**src/rtl/auth_msg_serializer_pkg.sv**
```systemverilog
// Shared constants, state encoding and CRC-8 helper for the auth message serializer.
// The CRC state only exists when AUTH_SERIALIZER_CRC_EN is defined.
`timescale 1ns/1ps
package auth_msg_serializer_pkg;

  localparam int MSG_LEN                 = 256;
  localparam int SIZE_OF_HEADER_VARS     = 32;
  localparam int SIZE_OF_HEADER_IN_BYTES = SIZE_OF_HEADER_VARS / 8;
  localparam int MSG_LEN_BYTES           = MSG_LEN / 8;
  localparam logic [7:0] CRC8_POLY       = 8'h07;

  typedef enum logic [2:0] {
    ST_IDLE = 3'd0,
    ST_HDR  = 3'd1,
    ST_PAY  = 3'd2,
`ifdef AUTH_SERIALIZER_CRC_EN
    ST_CRC  = 3'd3,
`endif
    ST_DONE = 3'd4
  } state_t;

  // MSB-first CRC-8 update of one byte, init handled by the caller.
  function automatic logic [7:0] crc8_step(input logic [7:0] crc, input logic [7:0] data);
    logic [7:0] c;
    c = crc ^ data;
    for (int i = 0; i < 8; i++) begin
      c = c[7] ? ({c[6:0], 1'b0} ^ CRC8_POLY) : {c[6:0], 1'b0};
    end
    return c;
  endfunction

endpackage

```
**src/rtl/auth_msg_serializer_crc8_byte_step.sv**
```systemverilog
// Combinational next-CRC from the running CRC-8 and one message byte.
`timescale 1ns/1ps
module crc8_byte_step
  import auth_msg_serializer_pkg::*;
(
  input  logic [7:0] crc_in,
  input  logic [7:0] data_in,
  output logic [7:0] crc_out
);

  assign crc_out = crc8_step(crc_in, data_in);

endmodule

```
**src/rtl/auth_msg_serializer.sv**
```systemverilog
// Serializes a captured header+payload response MSB-byte-first over a valid/ready byte stream.
// Define AUTH_SERIALIZER_CRC_EN to append a CRC-8 byte after the payload.
`timescale 1ns/1ps
module auth_msg_serializer
  import auth_msg_serializer_pkg::*;
#(
  parameter int HDR_BYTES = SIZE_OF_HEADER_IN_BYTES,
  parameter int MSG_BYTES = MSG_LEN_BYTES
) (
  input  logic                               clk,
  input  logic                               reset_n,
  input  logic [8*HDR_BYTES-1:0]             header,
  input  logic [8*(MSG_BYTES-HDR_BYTES)-1:0] payload,
  input  logic                               Ack_in,
  input  logic                               Error_in,
  input  logic                               tx_ready,
  output logic [7:0]                         tx_byte,
  output logic                               tx_valid,
  output logic                               tx_last,
  output logic                               busy,
  output logic                               done,
  output logic                               err_pulse,
  output logic                               overrun
);

  localparam int         MSG_W    = 8 * MSG_BYTES;
  localparam logic [5:0] HDR_LAST = 6'(HDR_BYTES - 1);
  localparam logic [5:0] PAY_LAST = 6'(MSG_BYTES - HDR_BYTES - 1);
`ifndef AUTH_SERIALIZER_CRC_EN
  localparam logic [5:0] PAY_PRELAST = 6'(MSG_BYTES - HDR_BYTES - 2);
`endif

  state_t           state_r;
  logic [5:0]       cnt_r;
  logic [MSG_W-1:0] buf_r;
  logic             ack_q_r;
  logic             err_q_r;
  logic             ack_rise_s;
  logic             err_rise_s;
  logic             hs_s;
  logic [MSG_W-1:0] msg_s;
  logic [7:0]       next_byte_s;

  assign ack_rise_s  = Ack_in & ~ack_q_r;
  assign err_rise_s  = Error_in & ~err_q_r;
  assign hs_s        = tx_valid & tx_ready;
  assign msg_s       = {header, payload};
  assign next_byte_s = buf_r[MSG_W-1 -: 8];

`ifdef AUTH_SERIALIZER_CRC_EN
  logic [7:0] crc_r;
  logic [7:0] crc_next_s;

  crc8_byte_step u_crc8_byte_step (
    .crc_in  (crc_r),
    .data_in (tx_byte),
    .crc_out (crc_next_s)
  );
`endif

  // Message sequencer: edge detect, capture, byte shifting and all registered outputs.
  always_ff @(posedge clk or negedge reset_n) begin
    if (!reset_n) begin
      state_r   <= ST_IDLE;
      cnt_r     <= 6'd0;
      buf_r     <= '0;
      ack_q_r   <= 1'b0;
      err_q_r   <= 1'b0;
      tx_byte   <= 8'h00;
      tx_valid  <= 1'b0;
      tx_last   <= 1'b0;
      busy      <= 1'b0;
      done      <= 1'b0;
      err_pulse <= 1'b0;
      overrun   <= 1'b0;
`ifdef AUTH_SERIALIZER_CRC_EN
      crc_r     <= 8'h00;
`endif
    end else begin
      ack_q_r   <= Ack_in;
      err_q_r   <= Error_in;
      done      <= 1'b0;
      err_pulse <= 1'b0;
      overrun   <= (state_r != ST_IDLE) && ack_rise_s;
      case (state_r)
        ST_IDLE: begin
          // Simultaneous Ack/Error edges are an error, never a start.
          if (err_rise_s) begin
            err_pulse <= 1'b1;
          end else if (ack_rise_s) begin
            buf_r    <= {msg_s[MSG_W-9:0], 8'h00};
            tx_byte  <= msg_s[MSG_W-1 -: 8];
            tx_valid <= 1'b1;
            tx_last  <= 1'b0;
            busy     <= 1'b1;
            cnt_r    <= 6'd0;
            state_r  <= ST_HDR;
`ifdef AUTH_SERIALIZER_CRC_EN
            crc_r    <= 8'h00;
`endif
          end
        end
        ST_HDR: begin
          if (hs_s) begin
            tx_byte <= next_byte_s;
            buf_r   <= {buf_r[MSG_W-9:0], 8'h00};
`ifdef AUTH_SERIALIZER_CRC_EN
            crc_r   <= crc_next_s;
`endif
            if (cnt_r == HDR_LAST) begin
              cnt_r   <= 6'd0;
              state_r <= ST_PAY;
`ifndef AUTH_SERIALIZER_CRC_EN
              tx_last <= (PAY_LAST == 6'd0);
`endif
            end else begin
              cnt_r <= cnt_r + 6'd1;
            end
          end
        end
        ST_PAY: begin
          if (hs_s) begin
`ifdef AUTH_SERIALIZER_CRC_EN
            crc_r <= crc_next_s;
`endif
            if (cnt_r == PAY_LAST) begin
              cnt_r <= 6'd0;
`ifdef AUTH_SERIALIZER_CRC_EN
              // The CRC already covers the byte handed off in this cycle.
              tx_byte <= crc_next_s;
              tx_last <= 1'b1;
              state_r <= ST_CRC;
`else
              tx_byte  <= 8'h00;
              tx_valid <= 1'b0;
              tx_last  <= 1'b0;
              busy     <= 1'b0;
              done     <= 1'b1;
              state_r  <= ST_DONE;
`endif
            end else begin
              cnt_r   <= cnt_r + 6'd1;
              tx_byte <= next_byte_s;
              buf_r   <= {buf_r[MSG_W-9:0], 8'h00};
`ifndef AUTH_SERIALIZER_CRC_EN
              tx_last <= (cnt_r == PAY_PRELAST);
`endif
            end
          end
        end
`ifdef AUTH_SERIALIZER_CRC_EN
        ST_CRC: begin
          if (hs_s) begin
            tx_byte  <= 8'h00;
            tx_valid <= 1'b0;
            tx_last  <= 1'b0;
            busy     <= 1'b0;
            done     <= 1'b1;
            state_r  <= ST_DONE;
          end
        end
`endif
        ST_DONE: begin
          state_r <= ST_IDLE;
        end
        default: begin
          state_r  <= ST_IDLE;
          tx_valid <= 1'b0;
          tx_last  <= 1'b0;
          busy     <= 1'b0;
        end
      endcase
    end
  end

endmodule

```
**config.mk**
```make
export PLATFORM = sky130hd
export DESIGN_NAME = auth_msg_serializer
export DESIGN_NICKNAME = d
export VERILOG_FILES = /design/src/rtl/auth_msg_serializer_pkg.sv /design/src/rtl/auth_msg_serializer_crc8_byte_step.sv /design/src/rtl/auth_msg_serializer.sv
export SDC_FILE = /design/constraint.sdc
export NUM_CORES = 1
export LEC_CHECK = 0
export CAP_MARGIN = 5
export CORE_MARGIN = 5
export CORE_UTILIZATION = 54
export CTS_BUF_LIST = sky130_fd_sc_hd__clkbuf_8
export DETAILED_ROUTE_END_ITERATION = 10
export GPL_TIMING_DRIVEN = 1
export PLACE_DENSITY = 0.83
export RECOVER_POWER = 100
export SLEW_MARGIN = 10
export SYNTH_ARGS = -nofsm -noshare
export SYNTH_HDL_FRONTEND = slang
export SYNTH_SLANG_ARGS = --single-unit
```
**constraint.sdc**
```tcl
create_clock -name clk -period 2.5 [get_ports clk]
set_input_delay 0.25 -clock clk [delete_from_list [all_inputs] [get_ports clk]]
set_output_delay 0.25 -clock clk [all_outputs]
set_load 0.01 [all_outputs]
```
==> results of run 1 <==
==> cells in the final DEF (no fill, tap or decap), drive strengths merged, types with 3 or more instances in the layout <==
cell type / count
clkinv: 9
nor2: 7
bufinv: 3
buf: 41
mux2i: 9
nor4: 3
mux2: 480
dfrtp: 272
nand2: 10
a311oi: 3
nand2b: 5
o21ai: 23
o22ai: 3
nor3b: 3
dlygate4sd3: 17
a22o: 8
clkbuf: 66
clkdlybuf4s50: 257
inv: 28
nor3: 5
o31ai: 3
==> final timing paths <==
kind	startpoint	end
max in group asynchronous	reset_n	buf_r[46]
setup / recovery	cnt_r[0]	buf_r[116]
min in group asynchronous	reset_n	buf_r[20]
hold reg to reg	buf_r[209]	buf_r[209]
setup reg to reg	cnt_r[0]	buf_r[116]
hold / removal	payload[3]	buf_r[11]
==> per-layer routing <==
metal,GRT usage [%],up-vias
met5,0,-
met4,5.81,6
met3,7.22,51
met2,34.8,262
met1,28.4,4261
li1,-,4034
==> tightest hold or removal path: cells and delay by family <==
family / cells / cell delay [ns]
AND/OR/NAND/NOR: 1 / 0.06
multiplexers: 1 / 0.06
buffers and inverters: 1 / 0.39
==> logic make-up after synthesis <==
family          count (synthesis)
fa+ha+maj                       2
xor+xnor                        1
simple gates                   49
mux                           489
flops                         272
buf+inv                        76
compound gates                 49
==> area by class of cell <==
class / instances / area (sq um) / share of cell area (%)
timing repair buffer: 321 / 3290 / 18.4
antenna: 1 / 2.50 / 0.0140
inverter: 14 / 52.6 / 0.294
tap: 335 / 419 / 2.35
clock inverter: 27 / 200 / 1.12
clock buffer: 60 / 826 / 4.62
multi-input combinational: 590 / 6270 / 35.1
sequential: 272 / 6810 / 38.1
==> stage by stage <==
stage / area (sq um) / instances / hold WS (ns)
finish: 17900 / 1620 / 0.240
global route: 17900 / 1620 / 0.235
CTS: 18500 / 1619 / 0.143
detailed placement: 17500 / 1531 / 0.275
global placement: 17500 / 1531 / 0.276
floorplan: 14200 / 938 / -0.0456
==> repair_timing <==
action	CTS	global route
setup buffers	0	0
hold endpoints to repair	68	0
hold buffers	1	0
==> power groups by stage <==
stage | sequential (mW) | combinational [mW] | clock, mW
2_1_floorplan | 7.64 | 13.8 | 0
3_3_place_gp | 8.06 | 16.4 | 0
3_5_place_dp | 8.13 | 16.9 | 0
4_1_cts | 8.12 | 16.9 | 4.42
5_1_grt | 8.27 | 15.1 | 4.65
6_report | 7.99 | 14.0 | 4.30
==> sequential cells by signal, indices dropped and copies added, names as in the netlist <==
register   count
ack_q_r        1
busy           1
cnt_r          6
overrun        1
done           1
tx_byte        8
state_r        3
err_q_r        1
err_pulse      1
tx_last        1
buf_r        248
==> results.py, run 1 <==
metrics = {
    "die": {
        "pin_count": 275,
        "start_util_pct": 54.7,
        "num_rows": 59,
        "dieWidth_um": 172,
        "die_y_um": 172,
        "die_area_sq_um": 29600,
        "core-area_sq_um": 25900,
    },
    "critical_path": {
        "worstPathRequired_ns": 2.93,
        "cp_top_family": "simple AND/OR/NAND/NOR gates",
        "crit_path_max_incr_delay_ns": 0.50,
        "cp.depth": 7,
        "reg2reg_slack_ns": 0.10,
        "crit_chain": "ha_1 > or3b_2 > nor3_2 > nor3_4 > buf_4 > buf_6 > mux2_4",
        "path_max_fanout": 27,
        "r2r_cells": 7,
        "path_buf_inv": 2,
        "criticalPathCategory": "reg2reg",
        "arrival_ns": 2.83,
        "cp-end-kind": "flop",
        "start_kind": "flop",
        "crit_path_top_delay_cell": "or3b_2",
    },
    "status": {
        "violations": "capacitance limit, slew limit",
        "status": "finished with violations",
    },
    "global_route": {
        "grt_max_degree": 75,
        "antenna_found_initial": 4,
        "grt_pass1_vias": 9663,
        "grt_first_pass_wirelength_um": 51400,
        "grt_use_total_pct": 21.7,
        "grt_overflow": 0,
    },
    "detailed_routing": {
        "wl_met3_um": 2800,
        "drt-met1-wl_um": 13700,
        "remaining_drc_errors": 0,
        "route.vias.total": 8614,
        "top_layer_used": "met5",
        "dr.pass1.iters": 4,
        "drtIter0Drc": 440,
        "ant_nets": 0,
        "vias_per_cell": 5.32,
        "wl_um": 32400,
        "wl_met2_um": 15300,
        "routedWlPerCell_um": 20.0,
    },
    "worst_hold_path": {
        "hold_depth": 3,
        "hold_class": "in2reg",
    },
    "sta": {
        "fin_crit_sh_pct": 95.9,
        "clock.fmax_mhz": 417,
        "finalSetupTns_ns": 0,
        "worst_slack_ns": 0.101,
        "slew_headroom_pct": -31.8,
        "setup_viol": 0,
        "slew_violations": 74,
        "rsz0062_at_grt": "false",
        "post-route-min-period_ns": 2.40,
        "tightest_slew_ns": 1.98,
        "fin_skew_ns": 0.0442,
        "hold_viol": 0,
    },
    "synth": {
        "synth_compound_area_share_pct": 2.44,
        "yosys-top-cells-area": "dfrtp_1 (48%), mux2_2 (24%), mux2_4 (19%)",
        "synth-seq-area-share_pct": 48.0,
        "synth.top_cell.area_share_pct": 48.0,
        "synthMuxAreaShare_pct": 43.5,
        "synth-xor-area-share_pct": 0.115,
        "ys_top_cells_by_count": "mux2_2 (298), dfrtp_1 (272), mux2_4 (178)",
        "yosysMostFrequentCell": "mux2_2",
        "synth-simple-area-share_pct": 2.12,
        "ys_dominant_reg_cell": "dfrtp_1",
        "syn_avg_cell_area_sq_um": 15.1,
        "synth_top_cell_by_area": "dfrtp_1",
        "synth_edf_count": 0,
        "postSynthCellCount": 938,
        "synth_seq_cells": 272,
        "synth_top_family_by_area": "multiplexers",
        "yosysWarnings": 0,
        "synth_nets": 1201,
        "synthDistinctLibCells": 51,
        "async_flop_share_pct": 100,
        "syn-cell-area_sq_um": 14200,
        "synth_fa_ha_area_share_pct": 0.177,
    },
    "pwr": {
        "intPower_mw": 17.6,
        "seqPwrFrac_pct": 30.4,
        "p_leak_nw": 7.59,
        "powerDensity_nw_per_um2": 1470,
        "power.switching_mw": 8.65,
        "ir_drop_v": 0.000842,
        "switching_share_pct": 32.9,
        "fin_total_pwr_mw": 26.3,
        "p_clk_share_pct": 16.4,
        "combPwrFrac_pct": 53.2,
    },
    "cts": {
        "clockBufferDepth": 3,
        "numCtsBuffers": 47,
        "cts-root-buf": "clkbuf_8",
        "clk_pin_slew_worst_paths_ns": 0.06,
        "cts.sinks": 272,
        "cts_max_level": 2,
        "clk_latency_ns": 0.57,
        "cts_tree": "done",
        "ctsResizeCount": 0,
    },
    "placement": {
        "dp_hpwl_um": 23500,
        "portBuffers": 274,
        "place_congestion": 0.843,
        "dp_slack_ns": 0.0583,
    },
    "finish": {
        "area_growth_syn_to_layout_pct": 26.1,
        "fillers": 1905,
        "nets": 1509,
        "drive_gt1_share_pct": 35.4,
        "fin_util_pct": 68.9,
    },
    "flow_run": {
        "cap_violations": 1,
    },
}
Note: power is estimated with default switching activity, not from simulation.
==> run 2: changes to the inputs <==
--- a/config.mk
+++ b/config.mk
@@ -9,6 +9,7 @@
 export CORE_MARGIN = 5
 export CORE_UTILIZATION = 54
 export CTS_BUF_LIST = sky130_fd_sc_hd__clkbuf_8
+export CTS_CLUSTER_SIZE = 28
 export DETAILED_ROUTE_END_ITERATION = 10
 export GPL_TIMING_DRIVEN = 1
 export PLACE_DENSITY = 0.83
==> constraint.sdc (replaced) <==
create_clock -name clk -period 2.5 [get_ports clk]
set_input_delay 0.25 -clock clk [delete_from_list [all_inputs] [get_ports clk]]
set_output_delay 0.25 -clock clk [all_outputs]
set_load 0.05 [all_outputs]
==> results of run 2 <==
Same layout as run 1 (identical final DEF). Status: finished with violations: capacitance limit, slew limit.
Among the figures that moved: total power 26.3 mW -> 26.6 mW; worst IR drop on VDD 0.000842 V -> 0.000883 V
